**config.mk**
```make
export PLATFORM = sky130hd
export DESIGN_NAME = mem_cmd_arbiter
export DESIGN_NICKNAME = d
export VERILOG_FILES = /design/src/rtl/mem_cmd_arbiter.sv
export SDC_FILE = /design/constraint.sdc
export NUM_CORES = 1
export LEC_CHECK = 0
export ABC_AREA = 1
export CAP_MARGIN = 20
export CORE_ASPECT_RATIO = 0.6
export CORE_MARGIN = 1
export CORE_UTILIZATION = 26
export DETAILED_ROUTE_END_ITERATION = 6
export MAX_ROUTING_LAYER = met4
export PLACE_DENSITY = 0.5
export SYNTH_ARGS = -nofsm -noshare
export SYNTH_HDL_FRONTEND = slang
export SYNTH_SLANG_ARGS = --single-unit
export TNS_END_PERCENT = 100
```
**constraint.sdc**
```tcl
create_clock -name clk_mem -period 3.1 [get_ports clk_mem]
set_input_delay 0.465 -clock clk_mem [delete_from_list [all_inputs] [get_ports clk_mem]]
set_output_delay 0.465 -clock clk_mem [all_outputs]
set_load 0.02 [all_outputs]
```
**src/rtl/mem_cmd_arbiter.sv**
```systemverilog
// Round-robin arbiter sharing one memory-controller command port between NUM_REQ clients.
// Holds the grant through write data and steers read-return beats through an outstanding-read ID FIFO.
module mem_cmd_arbiter #(
    parameter int NUM_REQ  = 4,
    parameter int ADDR_W   = 32,
    parameter int BLEN_W   = 8,
    parameter int RD_DEPTH = 4
) (
    input  logic                      clk_mem,
    input  logic                      rst,
    input  logic [NUM_REQ-1:0]        req_valid,
    output logic [NUM_REQ-1:0]        req_ready,
    input  logic [NUM_REQ*ADDR_W-1:0] req_addr,
    input  logic [NUM_REQ-1:0]        req_write,
    input  logic [NUM_REQ*BLEN_W-1:0] req_burst_len,
    output logic                      mc_cmd_valid,
    input  logic                      mc_cmd_ready,
    output logic [ADDR_W-1:0]         mc_cmd_addr,
    output logic                      mc_cmd_write,
    output logic [BLEN_W-1:0]         mc_cmd_burst_len,
    input  logic                      mc_wr_valid,
    input  logic                      mc_wr_ready,
    input  logic                      mc_rd_valid,
    input  logic                      mc_rd_ready,
    input  logic                      calibration_done,
    input  logic                      mc_error,
    output logic [NUM_REQ-1:0]        wr_owner,
    output logic [NUM_REQ-1:0]        rd_owner,
    output logic                      arb_error
);
    localparam int GW = (NUM_REQ > 1) ? $clog2(NUM_REQ) : 1;
    localparam int PW = $clog2(RD_DEPTH);

    typedef enum logic [1:0] {
        ST_IDLE  = 2'd0,
        ST_ISSUE = 2'd1,
        ST_WDATA = 2'd2
    } state_t;

    function automatic logic [NUM_REQ-1:0] onehot_f(input logic [GW-1:0] idx);
        return {{(NUM_REQ-1){1'b0}}, 1'b1} << idx;
    endfunction

    function automatic logic [GW-1:0] inc_mod_f(input logic [GW-1:0] v);
        if (v == GW'(NUM_REQ-1)) begin
            return '0;
        end else begin
            return v + GW'(1);
        end
    endfunction

    state_t              state_r, state_nxt_s;
    logic [GW-1:0]       grant_r, rr_ptr_r, win_idx_s, scan_s;
    logic                win_found_s, launch_s, accept_s, push_s, pop_s;
    logic                wr_beat_s, rd_beat_s, empty_s, full_s;
    logic                mc_cmd_valid_r, mc_cmd_write_r, arb_error_r, rd_loaded_r;
    logic [ADDR_W-1:0]   mc_cmd_addr_r;
    logic [BLEN_W-1:0]   mc_cmd_burst_len_r, wr_cnt_r, rd_cnt_r, rd_cnt_eff_s, head_len_s;
    logic [NUM_REQ-1:0]  elig_s;
    logic [PW:0]         wptr_r, rptr_r;
    logic [GW-1:0]       id_mem_r  [RD_DEPTH];
    logic [BLEN_W-1:0]   len_mem_r [RD_DEPTH];

    assign wr_beat_s = mc_wr_valid & mc_wr_ready;
    assign rd_beat_s = mc_rd_valid & mc_rd_ready;
    assign empty_s   = (wptr_r == rptr_r);
    assign full_s    = (wptr_r[PW] != rptr_r[PW]) && (wptr_r[PW-1:0] == rptr_r[PW-1:0]);
    // Reads are held back while there is no room to track their return.
    assign elig_s    = req_valid & (req_write | {NUM_REQ{~full_s}});
    assign accept_s  = (state_r == ST_ISSUE) && mc_cmd_ready;
    assign launch_s  = (state_r == ST_IDLE) && calibration_done && !arb_error_r && win_found_s;
    assign push_s    = accept_s && !mc_cmd_write_r;
    assign head_len_s   = len_mem_r[rptr_r[PW-1:0]];
    assign rd_cnt_eff_s = rd_loaded_r ? rd_cnt_r : head_len_s;
    assign pop_s        = rd_beat_s && !empty_s && (rd_cnt_eff_s == '0);

    assign req_ready        = accept_s ? onehot_f(grant_r) : '0;
    assign wr_owner         = (state_r == ST_WDATA) ? onehot_f(grant_r) : '0;
    assign rd_owner         = empty_s ? '0 : onehot_f(id_mem_r[rptr_r[PW-1:0]]);
    assign mc_cmd_valid     = mc_cmd_valid_r;
    assign mc_cmd_addr      = mc_cmd_addr_r;
    assign mc_cmd_write     = mc_cmd_write_r;
    assign mc_cmd_burst_len = mc_cmd_burst_len_r;
    assign arb_error        = arb_error_r;

    // Round-robin scan: first eligible requester starting at rr_ptr.
    always_comb begin
        win_found_s = 1'b0;
        win_idx_s   = '0;
        scan_s      = rr_ptr_r;
        for (int k = 0; k < NUM_REQ; k++) begin
            if (!win_found_s && elig_s[scan_s]) begin
                win_found_s = 1'b1;
                win_idx_s   = scan_s;
            end else begin
                win_idx_s   = win_idx_s;
            end
            scan_s = inc_mod_f(scan_s);
        end
    end

    // Next-state logic for the command FSM.
    always_comb begin
        state_nxt_s = state_r;
        case (state_r)
            ST_IDLE: begin
                if (launch_s) state_nxt_s = ST_ISSUE;
                else          state_nxt_s = ST_IDLE;
            end
            ST_ISSUE: begin
                if (mc_cmd_ready) state_nxt_s = mc_cmd_write_r ? ST_WDATA : ST_IDLE;
                else              state_nxt_s = ST_ISSUE;
            end
            ST_WDATA: begin
                if (wr_beat_s && (wr_cnt_r == '0)) state_nxt_s = ST_IDLE;
                else                               state_nxt_s = ST_WDATA;
            end
            default: state_nxt_s = ST_IDLE;
        endcase
    end

    // Command registers, grant, round-robin pointer and write-beat counter.
    always_ff @(posedge clk_mem) begin
        if (rst) begin
            state_r            <= ST_IDLE;
            grant_r            <= '0;
            rr_ptr_r           <= '0;
            wr_cnt_r           <= '0;
            mc_cmd_valid_r     <= 1'b0;
            mc_cmd_addr_r      <= '0;
            mc_cmd_write_r     <= 1'b0;
            mc_cmd_burst_len_r <= '0;
        end else begin
            state_r <= state_nxt_s;
            if (launch_s) begin
                grant_r            <= win_idx_s;
                mc_cmd_valid_r     <= 1'b1;
                mc_cmd_addr_r      <= req_addr[int'(win_idx_s)*ADDR_W +: ADDR_W];
                mc_cmd_write_r     <= req_write[win_idx_s];
                mc_cmd_burst_len_r <= req_burst_len[int'(win_idx_s)*BLEN_W +: BLEN_W];
            end else if (accept_s) begin
                mc_cmd_valid_r <= 1'b0;
                rr_ptr_r       <= inc_mod_f(grant_r);
                if (mc_cmd_write_r) wr_cnt_r <= mc_cmd_burst_len_r;
            end else if ((state_r == ST_WDATA) && wr_beat_s && (wr_cnt_r != '0)) begin
                wr_cnt_r <= wr_cnt_r - BLEN_W'(1);
            end
        end
    end

    // Outstanding-read FIFO pointers and the head's remaining-beat counter.
    always_ff @(posedge clk_mem) begin
        if (rst) begin
            wptr_r      <= '0;
            rptr_r      <= '0;
            rd_cnt_r    <= '0;
            rd_loaded_r <= 1'b0;
        end else begin
            if (push_s) wptr_r <= wptr_r + (PW+1)'(1);
            if (pop_s) begin
                rptr_r      <= rptr_r + (PW+1)'(1);
                rd_cnt_r    <= '0;
                rd_loaded_r <= 1'b0;
            end else if (rd_beat_s && !empty_s) begin
                rd_cnt_r    <= rd_cnt_eff_s - BLEN_W'(1);
                rd_loaded_r <= 1'b1;
            end else if (!empty_s && !rd_loaded_r) begin
                rd_cnt_r    <= head_len_s;
                rd_loaded_r <= 1'b1;
            end
        end
    end

    // FIFO storage; entries are only meaningful between the pointers.
    always_ff @(posedge clk_mem) begin
        if (push_s) begin
            id_mem_r[wptr_r[PW-1:0]]  <= grant_r;
            len_mem_r[wptr_r[PW-1:0]] <= mc_cmd_burst_len_r;
        end
    end

    // Sticky error: controller fault or an unsolicited read beat.
    always_ff @(posedge clk_mem) begin
        if (rst) begin
            arb_error_r <= 1'b0;
        end else if (mc_error || (rd_beat_s && empty_s)) begin
            arb_error_r <= 1'b1;
        end
    end
endmodule

```
# Word-level counts from Yosys, hierarchy flattened
# Memories as Yosys holds them, arrays and structs flattened. A register that Yosys moved wholly into a read port is not among the register bits.
# Index checks and enable logic that the tools add are counted.
[word_totals]
register_bits = 72
ramBits = 40
input_bits = 177
output_inout_bits = 55
word_cells = 128
n_memories = 2
[memory_table]
columns = ["name", "words", "width", "rd", "rd_clocked_by_memory_dff", "wr", "line", "source"]
rows = [
  ["len_mem_r", 4, 8, 1, 1, 1, "62", "logic [BLEN_W-1:0] len_mem_r [RD_DEPTH];"],
  ["id_mem_r", 4, 2, 1, 1, 1, "61", "logic [GW-1:0] id_mem_r [RD_DEPTH];"],
]
[op_classes]
add_sub_neg = 8
n_lt_le_gt_ge = 5
eq_ne = 10
shifts = 4
muxes = 46
bitwise_logic = 6
n_reduce_logical = 34
[ops]
columns = ["cell", "n"]
rows = [
  ["128-bit by 8-bit indexed part select with 32-bit output", 1],
  ["8-bit two-way mux", 6],
  ["32-bit by 6-bit indexed part select with 8-bit output", 1],
  ["2-bit two-way mux", 15],
  ["1-bit logical AND", 16],
  ["8-bit zero test", 2],
  ["1-bit two-way mux", 16],
  ["8-bit by 1-bit subtractor with 8-bit output, second input constant", 2],
  ["2-bit by 3-bit less-than comparator with 1-bit output, second input constant", 5],
  ["4-bit two-way mux", 3],
  ["1-bit binary-select mux with 2-bit select", 5],
  ["2-bit == test, second input constant", 5],
  ["2-bit by 1-bit adder with 2-bit output, second input constant", 4],
  ["8-bit nonzero test", 1],
  ["1-bit by 2-bit left shift with 4-bit output, first input constant", 2],
  ["1-bit zero test", 7],
  ["3-bit by 1-bit adder with 3-bit output, second input constant", 2],
  ["2-bit one-hot mux with 3 select lines", 1],
  ["2-bit nonzero test", 3],
  ["4-bit bitwise AND", 1],
  ["4-bit bitwise OR", 1],
  ["3-bit == test", 1],
  ["3-bit AND reduction", 1],
  ["1-bit bitwise AND", 2],
  ["9 further kinds", 10],
]

# Depth between registers and ports, before layout
[logic_depth]
word_depth = 20
ltp_mapped = 19
depth_no_buf = 18

# Least setup slack after synthesis
# OpenSTA, ideal clock, no wires.
[synth_path]
path_type = "register to register"
start = "register with a tool-made name"
end = "register with a tool-made name"
setup_time_ns = 0.125
t_arrival_ns = 2.245
required_ns = 2.975
setup_slack_ns = 0.731
stages_incl_launch_ff = 15
path_buffers = 2
synth_period_minus_slack_ns = 2.369
path_cell_list = "dfxtp_1 > clkbuf_1 > clkbuf_1 > a21oi_1 > a32o_1 > nand2_1 > o21ai_0 > ha_1 > inv_1 > nor3_1 > inv_1 > nor3_1 > inv_1 > o21ai_0 > a21oi_1"

# Final worst setup path
[layout_path]
start = "register wptr_r[1]"
end = "output port rd_owner[1]"
[layout_via]
elab_chain_cells = 2
[layout_rtl]
columns = ["item", "line", "source"]
rows = [
  ["start: declaration", "60", "logic [PW:0] wptr_r, rptr_r;"],
  ["start signal: assignment", "159", "if (push_s) wptr_r <= wptr_r + (PW+1)'(1);"],
  ["3-bit == test", "66", "assign empty_s = (wptr_r == rptr_r);"],
  ["4-bit two-way mux", "79", "assign rd_owner = empty_s ? '0 : onehot_f(id_mem_r[rptr_r[PW-1:0]]);"],
  ["end: declaration", "28", "output logic [NUM_REQ-1:0] rd_owner,"],
]
# Every way passes these cells.

==> key figures <==
Synth
  – Unique cell type count in the Yosys netlist: between 40 and 50
  – Total of flip-flops plus latches after synthesis: 114
  – Synth async-reset ratio: 0%
  – Sequential fraction of the synthesis area: between 30% and 40%
  – Largest area contributor in the netlist: dfxtp_1
  – Syn nets: approximately 1.3k
  – Post-Syn Area: roughly 7100 um^2
  – Most used standard cells in the synthesized netlist: 227 x nand2_1, 195 x nand3_1, 184 x inv_1
  – Area fraction of the dominant cell type after synthesis: about a fifth
  – Syn_area_per_cell: around 6.7 um^2
  – Top area cells in the synthesized netlist: dfxtp_1 21%, edfxtp_1 17%, nand3_1 14%, nand2_1 12%, inv_1 9.7%
  – Synthesized instance count: ~1.1k
  – Total of warnings raised by yosys: 0
  – Post-synth top flop: dfxtp_1
  – Library cell with the highest instance count after synthesis: nand2_1
  – Number of enable-type register cells in the synthesized netlist: 40

Global route
  – All-layer global routing usage: between 10% and 20%
  – Largest net degree at the start of global routing: a little under 50
  – Remaining Overflow, GRT: 0
  – Global-route wire length before repair: between 40,000 and 50,000 um
  – Number of global-route vias before repair: 7,316
  – Antenna violations before repair: 1

Floorplan
  – Number of rows created at floorplan: between 40 and 50
  – Number of primary I/O pins: between 200 and 250
  – Core area: between 20,000 and 30,000 um^2
  – Area of the die: around 28,000 um^2
  – Starting density of the core: a little over a quarter
  – Vertical die dimension: around 130 um
  – Die X: 215 um

Worst setup path
  – Critical Setup Path Class: register to output port
  – Data required time at the worst endpoint: between 2 and 3 ns
  – Nature of the critical path startpoint: register
  – Signal arrival time at the worst endpoint: 2.41 ns
  – Crit path max fanout: 5
  – Element type at the critical path end: output port

Timing
  – Hold Vio Cnt, Final: 0
  – Sum Neg Setup Slack: 0 ns
  – Worst rel slew slack: 58.5%
  – Minimum clock period: between 2 and 3 ns
  – Fin crit share: between 90 and 100%
  – Number of pins with negative max-slew slack in the final report: 0
  – Timing-limited maximum frequency: around 350 MHz
  – Worst Tran Pin Value: about 0.62 ns
  – Final clock skew: approximately 0.0097 ns
  – Final setup vio count: 0
  – RSZ-0062 raised after global routing: no

Clocking
  – Clock tree sinks: about 110
  – CTS tree: built
  – Clock latency on the worst-skew pair: approximately 0.42 ns
  – Clock buffer count from CTS: 17
  – Maximum number of buffers from clock root to sink: 2
  – Worst-path clk slew: 0.06 ns
  – Root buffer selected by CTS: clkbuf_16
  – Resize count post-CTS: 0
  – Clock H-tree levels: 4

Pwr
  – Power density normalized to cell area: roughly 530 nW/um^2
  – Portion of total power attributed to sequential cells: between 30 and 40%
  – Leak Pwr: 0.00473 uW
  – Logic pwr share: between 20 and 30%
  – Clock network fraction of design power: between 30% and 40%
  – Int Pwr: around 3800 uW
  – Switching pwr: 1820 uW
  – Worst IR Drop VDD: ~0.33 mV
  – Sw Ratio: 32.3%

Finish
  – Layout overhead on the synthesized area: 49.4%
  – Net total in the final layout: 1,489
  – Non-filler instance count after layout: about 1.7k
  – Final core utilization: between 30% and 40%
  – Layout cells sized above 1: under 10%
  – Number of fill cells: roughly 2.9k

Placed design
  – Hpwl dp: approximately 20,000 um
  – Dpl cells: 1,640
  – Port buffer count: about 230
  – Final weighted congestion in routability-driven placement: 0.863

Drt
  – WL/cell: between 15 and 20 um
  – Final antenna-violating net count: 0
  – Post-Route WL: around 26,000 um
  – Via/cell ratio: around 4.5
  – Number of violations reported at the end of detailed-routing iteration 0: 447
  – Via total after detailed routing: between 7k and 8k
  – Count of TritonRoute iterations in the first routing pass: 5
  – # DRC: 0

Worst hold path
  – Classification of the worst-slack hold path: register to register

Job
  – Number of max-cap violations: 0

Run status
  – Run status: finished clean
flip-flops by register name, indices dropped and copies added, names as in the netlist, 2 cells and up, named ones only:
signal / flops
len_mem_r: 32
mc_cmd_addr: 32
id_mem_r: 8
mc_cmd_burst_len: 8
rd_cnt_r: 8
wr_cnt_r: 8
rptr_r: 3
wptr_r: 3
grant_r: 2
rr_ptr_r: 2
state_r: 2
critical path, stage by stage, from the launching register on:
cell	delay, ns
dfxtp_1	0.39
inv_2	0.08
nand2_1	0.07
nand2_1	0.13
nand4_1	0.13
buf_4	0.16
inv_1	0.06
or2_2	0.29
nor2_1	0.09
clkdlybuf4s50_1	0.60
logic make-up (layout without fill, tap and decap cells):
family / Yosys count / in the layout / share of synthesized area [%]
AO/OA/AOI/OAI: 116 / 116 / 9.05
XOR/XNOR: 9 / 9 / 1.22
adder cells (fa/ha/maj): 12 / 12 / 2.12
buffers and inverters: 241 / 488 / 13.6
flip-flops: 114 / 114 / 37.8
other: 0 / 1 / 0
AND/OR/NAND/NOR: 574 / 574 / 36.2
stage by stage:
stage / hold WS, ns / instance area (um^2) / total power (uW) / setup slack, ns
after CTS: 0.459 / 10600 / 5700 / 0.103
after global routing: 0.467 / 10600 / 5950 / 0.0795
final: 0.460 / 10600 / 5650 / 0.221
after global placement: 0.448 / 9930 / 3460 / 0.345
after detailed placement: 0.450 / 9930 / 3460 / 0.325
after floorplan: 0.437 / 7090 / 2720 / 0.731
area by class of cell:
cell class	instances	area, um^2	share of cell area [%]
flip-flops and latches	114	2680	25.3
clock inverters	14	225	2.13
diodes	1	2.50	0.0236
inverters	193	727	6.86
multi-input cells	711	3450	32.5
well taps	360	450	4.25
clock buffers	18	429	4.05
repair buffers	263	2630	24.8
power by group through the flow:
| stage | Clock, uW | Sequential [uW] | Combinational, uW |
|---|---|---|---|
| after global routing | 2330 | 1780 | 1840 |
| after floorplan | 0 | 1860 | 857 |
| after global placement | 0 | 1800 | 1660 |
| final | 2220 | 1760 | 1660 |
| after CTS | 2260 | 1770 | 1680 |
| after detailed placement | 0 | 1800 | 1670 |
repair_timing:
action,CTS,global route
hold buffers,0,0
buffers inserted,0,1
setup endpoints to repair,0,2
worst paths after layout:
check | endpoint | slack [ns] | start | depth (start not counted)
max | rd_owner[1] | 0.22 | wptr_r[1] | 9
min | rd_cnt_r[0] | 0.46 | rd_cnt_r[0] | 2
min reg2reg | rd_cnt_r[0] | 0.46 | rd_cnt_r[0] | 2
max reg2reg | rd_cnt_r[7] | 0.36 | register | 13
layer usage:
| layer | wire length, um | vias to the layer above | GRT usage, % |
|---|---|---|---|
| met4 | 442 | 0 | 5.92 |
| met2 | 10900 | 238 | 28.3 |
| li1 | - | 3864 | - |
| met5 | 0 | - | - |
| met3 | 1850 | 22 | 5.87 |
| met1 | 13100 | 3484 | 26.7 |
cell usage in the layout, fill, tap and decap left out, types with 4 or more instances in the layout:
master	count
clkdlybuf4s50_1	231
nand2_1	227
nand3_1	195
inv_1	184
nor2_1	115
dfxtp_1	74
a21oi_1	49
o21ai_0	45
edfxtp_1	40
buf_4	26
clkbuf_16	17
ha_1	12
nand4_1	10
inv_2	7
xor2_1	7
nand2_2	6
buf_12	6
nor2_4	5
nand3_2	5
bufinv_16	5
o22ai_1	4
inv_6	4
Power figures use the tool's default switching activity.
